--- src/rtl/alu_mc.sv ---
// Multi-cycle ALU with a valid/ready handshake on both sides. Logic and add/sub
// finish in one cycle; shifts step one bit per cycle; MUL is a WIDTH-step shift-add.
module alu_mc #(
  parameter int WIDTH = 16,
  parameter int SHW   = $clog2(WIDTH)
) (
  input  logic             clk,
  input  logic             rst_n,
  input  logic             in_valid,
  output logic             in_ready,
  input  logic [3:0]       opcode,
  input  logic [WIDTH-1:0] alu_src1,
  input  logic [WIDTH-1:0] alu_src2,
  input  logic [SHW-1:0]   shamt,
  output logic             out_valid,
  input  logic             out_ready,
  output logic [WIDTH-1:0] td,
  output logic [2:0]       psw,
  output logic             illegal
);

  localparam int CW = $clog2(WIDTH + 1);

  typedef enum logic [1:0] {IDLE, BUSY, DONE} state_t;
  typedef enum logic [1:0] {K_SLL, K_SRA, K_MUL} kind_t;
  typedef enum logic [3:0] {
    OP_AND = 4'h0, OP_OR = 4'h1, OP_XOR = 4'h2, OP_NOT = 4'h3,
    OP_ADD = 4'h4, OP_SUB = 4'h5, OP_SLL = 4'h6, OP_SRA = 4'h7,
    OP_MUL = 4'h8
  } op_t;

  state_t           state;
  kind_t            kind;
  logic [WIDTH-1:0] opa;
  logic [WIDTH-1:0] opb;
  logic [WIDTH-1:0] acc;
  logic [CW-1:0]    cnt;

  logic [WIDTH-1:0] res;
  logic             res_v;
  logic             res_n;
  logic             res_ill;
  logic             is_shift;
  logic             is_mul;
  logic [31:0]      shamt_ext;
  logic [CW-1:0]    steps;

  logic [WIDTH-1:0] a_step;
  logic [WIDTH-1:0] acc_step;
  logic [WIDTH-1:0] fin;

  // Single-cycle results; shifts pass src1 through for the shamt == 0 case.
  always_comb begin
    res       = '0;
    res_v     = 1'b0;
    res_n     = 1'b0;
    res_ill   = 1'b0;
    is_shift  = 1'b0;
    is_mul    = 1'b0;
    shamt_ext = 32'(shamt);
    steps     = (shamt_ext >= 32'(WIDTH)) ? CW'(WIDTH) : CW'(shamt_ext);
    case (opcode)
      OP_AND: res = alu_src1 & alu_src2;
      OP_OR:  res = alu_src1 | alu_src2;
      OP_XOR: res = alu_src1 ^ alu_src2;
      OP_NOT: res = ~alu_src1;
      OP_ADD: begin
        res   = alu_src1 + alu_src2;
        res_v = (alu_src1[WIDTH-1] == alu_src2[WIDTH-1]) && (res[WIDTH-1] != alu_src1[WIDTH-1]);
        res_n = res[WIDTH-1];
      end
      OP_SUB: begin
        res   = alu_src1 - alu_src2;
        res_v = (alu_src1[WIDTH-1] != alu_src2[WIDTH-1]) && (res[WIDTH-1] != alu_src1[WIDTH-1]);
        res_n = res[WIDTH-1];
      end
      OP_SLL, OP_SRA: begin
        res      = alu_src1;
        is_shift = 1'b1;
      end
      OP_MUL:  is_mul  = 1'b1;
      default: res_ill = 1'b1;
    endcase
  end

  // One iteration; the multiplicand shifts left exactly like SLL does.
  always_comb begin
    a_step   = (kind == K_SRA) ? {opa[WIDTH-1], opa[WIDTH-1:1]} : {opa[WIDTH-2:0], 1'b0};
    acc_step = opb[0] ? acc + opa : acc;
    fin      = (kind == K_MUL) ? acc_step : a_step;
  end

  always_ff @(posedge clk or negedge rst_n) begin
    if (!rst_n) begin
      state     <= IDLE;
      kind      <= K_SLL;
      in_ready  <= 1'b1;
      out_valid <= 1'b0;
      td        <= '0;
      psw       <= '0;
      illegal   <= 1'b0;
      cnt       <= '0;
      opa       <= '0;
      opb       <= '0;
      acc       <= '0;
    end else begin
      case (state)
        IDLE: begin
          if (in_valid) begin
            in_ready <= 1'b0;
            opa      <= alu_src1;
            opb      <= alu_src2;
            acc      <= '0;
            if (is_mul) begin
              kind  <= K_MUL;
              cnt   <= CW'(WIDTH);
              state <= BUSY;
            end else if (is_shift && steps != '0) begin
              kind  <= (opcode == OP_SRA) ? K_SRA : K_SLL;
              cnt   <= steps;
              state <= BUSY;
            end else begin
              td        <= res;
              psw       <= {(res == '0) && !res_ill, res_v, res_n};
              illegal   <= res_ill;
              out_valid <= 1'b1;
              state     <= DONE;
            end
          end
        end
        BUSY: begin
          opa <= a_step;
          opb <= opb >> 1;
          acc <= acc_step;
          cnt <= cnt - CW'(1);
          if (cnt == CW'(1)) begin
            td        <= fin;
            psw       <= {fin == '0, 1'b0, (kind == K_MUL) && fin[WIDTH-1]};
            illegal   <= 1'b0;
            out_valid <= 1'b1;
            state     <= DONE;
          end
        end
        DONE: begin
          if (out_ready) begin
            out_valid <= 1'b0;
            in_ready  <= 1'b1;
            state     <= IDLE;
          end
        end
        default: state <= IDLE;
      endcase
    end
  end

endmodule

--- config.mk ---
export PLATFORM = sky130hd
export DESIGN_NAME = alu_mc
export DESIGN_NICKNAME = d
export VERILOG_FILES = /design/src/rtl/alu_mc.sv
export SDC_FILE = /design/constraint.sdc
export NUM_CORES = 1
export LEC_CHECK = 0
export ABC_AREA = 1
export BUFFER_PORTS_ARGS = -buffer_cell sky130_fd_sc_hd__buf_4
export CAP_MARGIN = 30
export CORE_MARGIN = 5
export CORE_UTILIZATION = 30
export CTS_CLUSTER_SIZE = 20
export DETAILED_ROUTE_END_ITERATION = 12
export PLACE_DENSITY = 0.44
export SYNTH_ARGS = -nofsm -noshare
export SYNTH_HDL_FRONTEND = slang
export SYNTH_SLANG_ARGS = --single-unit
export TNS_END_PERCENT = 30
--- constraint.sdc ---
create_clock -name clk -period 2.1 [get_ports clk]
set_clock_uncertainty 0.05 [all_clocks]
set_input_delay 0.21 -clock clk [delete_from_list [all_inputs] [get_ports clk]]
set_output_delay 0.21 -clock clk [all_outputs]
set_load 0.005 [all_outputs]
; ---- Word level (Yosys, flattened, before mapping)
; Index checks and enable logic that the tools add are counted.
[word_totals]
register_bits = 79
inputBits = 44
out_inout_bits = 22
elab_cells = 117
[op_classes]
n_addsub = 4
n_eq_ne = 23
mux = 52
bitwise_logic = 4
reduce_logical = 23
[ops]
columns = op, count
row1 = 16-bit 2-to-1 mux, 10
row2 = 16-bit one-hot mux with 2 select lines, 4
row3 = 16-bit one-hot mux with 7 select lines, 1
row4 = 16-bit adder, 2
row5 = 16-bit logical NOT, 2
row6 = 16-bit bitwise AND, 1
row7 = 4-bit by 3-bit equality test with 1-bit output (second input constant), 4
row8 = 16-bit NOT, 1
row9 = 16-bit OR, 1
row10 = 16-bit subtractor, 1
row11 = 16-bit XOR, 1
row12 = 1-bit 2-to-1 mux, 15
row13 = 5-bit 2-to-1 mux, 3
row14 = 2-bit 2-to-1 mux, 7
row15 = 3-bit 2-to-1 mux, 4
row16 = 3-bit AND reduction, 4
row17 = 2-bit inequality test (second input constant), 5
row18 = 5-bit one-hot mux with 2 select lines, 1
row19 = 9-bit OR reduction, 1
row20 = 4-bit by 2-bit equality test with 1-bit output (second input constant), 2
row21 = 1-bit one-hot mux with 2 select lines, 4
row22 = 2-bit one-hot mux with 3 select lines, 1
row23 = 3-bit one-hot mux with 2 select lines, 1
row24 = 6-bit AND reduction, 1
row25 = 19 further kinds, 29

; ---- Depth between registers and ports, before layout
[logic_depth]
depth_word = 9
ltp_mapped = 21
mapped_depth_nobuf = 21

; ---- Least setup slack after synthesis
; OpenSTA, ideal clock, no wires.
[synth_path]
path_kind = reg-to-reg
startpoint = register opa[0]
endpoint = register psw[2]
setup_time_ns = 0.065
t_arrival_ns = 2.091
required_ns = 1.985
slack_ns = -0.106
path_stages_with_launch = 18
path_buffers = 0
synth_period_minus_slack_ns = 2.206
cell_sequence = dfrtp_1 ha_1 fa_1 nand3_1 nand3_1 nand2_1 nand2_1 nand2_1 nand2_1 nand2_1 nand3_1 nand3_1 nand2_1 nor3_1 nand3_1 nand2_1 nand2_1 nand2_1
[synth_between]
elab_chain_len = 6
word_cells_on_any_way = 7
classes_between = add/sub (1) / mux (5) / reduce/logical (1)
[synth_rtl]
columns = element, line_no
row1 = from (decl), 34  ; logic [WIDTH-1:0] opa;
row2 = from (signal assigned), 111  ; opa <= alu_src1;
row3 = from (signal assigned), 132  ; opa <= a_step;
row4 = 16-bit adder, 89  ; acc_step = opb[0] ? acc + opa : acc;
row5 = 16-bit 2-to-1 mux, 89
row6 = 16-bit 2-to-1 mux (*), 90  ; fin = (kind == K_MUL) ? acc_step : a_step;
row7 = 16-bit logical NOT (*), 138  ; psw <= {fin == '0, 1'b0, (kind == K_MUL) && fin[WIDTH-1]};
row8 = 3-bit 2-to-1 mux (*), 136  ; if (cnt == CW'(1)) begin
row9 = 3-bit one-hot mux with 2 select lines (*), 107  ; case (state)
row10 = to (signal assigned), 124  ; psw <= {(res == '0) && !res_ill, res_v, res_n};
row11 = to (signal assigned), 138
row12 = to (decl), 18  ; output logic [2:0] psw,
; Mark *: on every way between the ends. The rest lies on a longest branch, timed or not. The select of a mux whose other input is x is not followed.
; A chain may end at the register's enable or synchronous reset.

; ---- Final worst setup path
; Ends and elaborated chain as after synthesis.

==> flow_summary.yaml <==
status:
  outcome: "finished, violations left"
  violations: "negative setup slack"
clock_network:
  clk_pin_slew_ns: 0.07
  clock_sinks: 79
  cts_tree: "done"
  clock_latency_ns: 0.35
  clockBufferDepth: 2
  cts-buffers-inserted: 9
  h-tree-depth: 3
  cts_root_buf: "clkbuf_16"
drt:
  firstDrtPassIters: 5
  num_vias: 8870
  wirelength_um: 29400
  first_iter_violations: 536
  post-route-drc-count: 0
  wl_per_cell_um: 15.7
  antenna_left: 0
  vias_per_cell: 4.73
placement:
  routabilityCongestion: 0.867
  port_buffers: 65
  hpwl_um: 24100
setup_path:
  crit_chain: "ha_2 > fa_2 > nand3_2 > nand3_4 > nand2_4 > nand2_4 > nand2_2 > nand2_1 > nand2_1 > nand3_2 > nand3_2 > nand2_2 > nor3_2 > nand3_1 > nand2_1 > nand2_1 > nand2_1"
  slowest_delay_ns: 0.38
  crit_top_cell: "nand2_1"
  setup.worst_path.class: "flop to flop"
  cp_slowest_cell: "dfrtp_1"
  arrival_ns: 2.48
  cp.required_ns: 2.33
  crit_path_max_fanout: 3
  end_kind: "flop"
  start_kind: "flop"
sta:
  max_freq_ghz: 0.444
  setup_viol: 5
  holdWs_ns: 0.0761
  worst_pin_slew_ns: 0.533
  relSlewSlack: 0.644
  fin_ws_ns: -0.153
  finalMaxSlewViolations: 0
  rsz0062_at_grt: "yes"
  min_period_ns: 2.25
  finalHoldViolations: 0
  fin_crit_sh: 1.07
logic_synthesis:
  synth_top_family_by_area: "simple AND/OR/NAND/NOR gates"
  synthFlopType: "dfrtp_1"
  synth-seq-cells: 79
  synth-warning-count: 0
  netlist_area_mm2: 0.00785
  synth_simple_gate_area_frac: 0.353
  synthCells: 1240
  synth.avg_cell_area_um2: 6.33
  synth_xor_area_frac: 0.00112
  synth_edf_count: 0
  synth_seq_area_share: 0.252
  async_flop_share: 1.00
  synth_fa_ha_area_frac: 0.111
  synth.mux.area_fraction: 0
  synth.distinct_cells: 45
  syn_nets: 1352
  synth_compound_gate_area_share: 0.171
die:
  io_pins: 66
  die_h_um: 172
  coreArea_mm2: 0.0259
  initial_utilization: 0.303
  die_w_um: 172
  dieArea_mm2: 0.0295
  rows: 59
finish:
  final_nets: 1647
  layout_common_cells: "nand2_1 (330), buf_4 (309), inv_1 (168), nand3_1 (126), nor2_1 (94)"
  drive_above_1_share: 0.288
  antenna_cells: 0
  regArea_mm2: 0.00198
  fill_cells: 2777
  multi_input_area_mm2: 0.00535
  mostFrequentLayoutCell: "nand2_1"
  area_growth_pct: 44.5
power:
  seqPwrFrac: 0.243
  swShare: 0.431
  cellLeakagePower_nw: 5.93
  power.total_mw: 10.8
  p_int_mw: 6.16
  vdd_drop_max_v: 0.000379
  p_per_area_mw_per_mm2: 956
  power.switching_mw: 4.68
  clock_power_share: 0.167
  power_frac_comb: 0.591
grt:
  antenna_found_initial: 0
  grt_pass1_vias: 8909
  grt_start_max_net_pins: 60
  grt_usage: 0.203
  grt_pass1_wl_um: 47400
  gr-total-overflow: 0
worst_hold_path:
  worstHoldPathType: "primary input to flop"
run:
  drv_cap: 0
-- power groups by stage --
stage / clock [mW] / combinational (mW) / sequential (mW)
3_5_place_dp: 0 / 5.96 / 2.60
5_1_grt: 1.92 / 7.17 / 2.71
3_3_place_gp: 0 / 5.97 / 2.59
2_1_floorplan: 0 / 3.18 / 2.48
6_report: 1.81 / 6.41 / 2.63
4_1_cts: 1.87 / 6.29 / 2.63
-- path summary, 6_finish.rpt --
path	start	to	slack (ns)	depth (start not counted)
hold reg to reg	td[13]	td[13]	0.46	2
min in group asynchronous	rst_n	out_valid	0.33	2
max in group asynchronous	rst_n	opb[15]	1.09	3
hold / removal	out_ready	in_ready	0.08	2
setup reg to reg	opa[0]	psw[2]	-0.15	17
setup / recovery	opa[0]	psw[2]	-0.15	17
-- routing by layer --
metal	share of wire	track usage
met2	0.49	0.358
met5	0	0
met3	0.017	0.0154
met1	0.49	0.277
met4	0.0071	0.0327
-- sequential cells by signal (all words and copies together), names as in the netlist --
signal and count:
acc 16, cnt 5, illegal 1, in_ready 1, kind 2, opa 16, opb 16, out_valid 1
psw 3, state 2, td 16
-- cells in the mapped netlist (3+ instances only) --
cell	number	area, um^2
nand2_1	351	1320
inv_1	168	631
nand3_1	142	711
nor2_1	100	375
o21ai_0	93	465
dfrtp_1	78	1950
ha_1	65	813
a21oi_1	39	195
o211ai_1	31	233
o22ai_1	21	131
clkbuf_1	18	67.6
inv_2	12	45.0
nor3_1	11	55.1
buf_2	10	50.1
nand2_2	9	56.3
o221ai_1	9	78.8
and2_1	8	50.1
buf_4	7	52.6
nand3b_1	7	52.6
o21bai_1	7	52.6
nand4_1	6	37.5
nor2_2	6	37.5
a21oi_2	5	43.8
o21ai_1	5	25.0
buf_1	3	11.3
fa_1	3	60.1
nor2_4	3	33.8
-- cells by family after synthesis --
| group | Yosys count |
|---|---|
| compound gates | 224 |
| xor+xnor | 1 |
| fa+ha+maj | 68 |
| buf+inv | 220 |
| flops | 79 |
| simple gates | 648 |
-- through the flow --
stage          worst slack (ns)  cells  utilization  setup TNS (ns)  cell area, um^2
4_1_cts                  -0.245   1873        0.432          -0.664            11200
5_1_grt                  -0.342   1875        0.437           -1.71            11300
3_3_place_gp             -0.460   1852        0.410           -2.20            10600
6_report                 -0.153   1875        0.437          -0.338            11300
2_1_floorplan            0.0206   1240            -               0             7860
3_5_place_dp             -0.457   1852        0.410           -2.24            10600
-- cell type report --
class,instances,share of cell area
multi-input cells,941,0.472
repair buffers,323,0.228
flip-flops and latches,79,0.175
inverters,181,0.0599
well taps,335,0.0370
clock buffers,10,0.0211
clock inverters,6,0.00795
-- critical path: cells and delay by family (launching register included) --
kind,cells,cell delay (ns)
flops,1,0.38
simple gates,15,1.18
fa+ha+maj,2,0.57
-- timing repair --
action	4_1_cts	5_1_grt
pin swaps	13	12
hold buffers	1	0
endpoints found under the hold margin	28	0
gates resized for setup	40	31
setup buffers	4	2
setup endpoints to repair	12	17
Power figures use the tool's default switching activity.
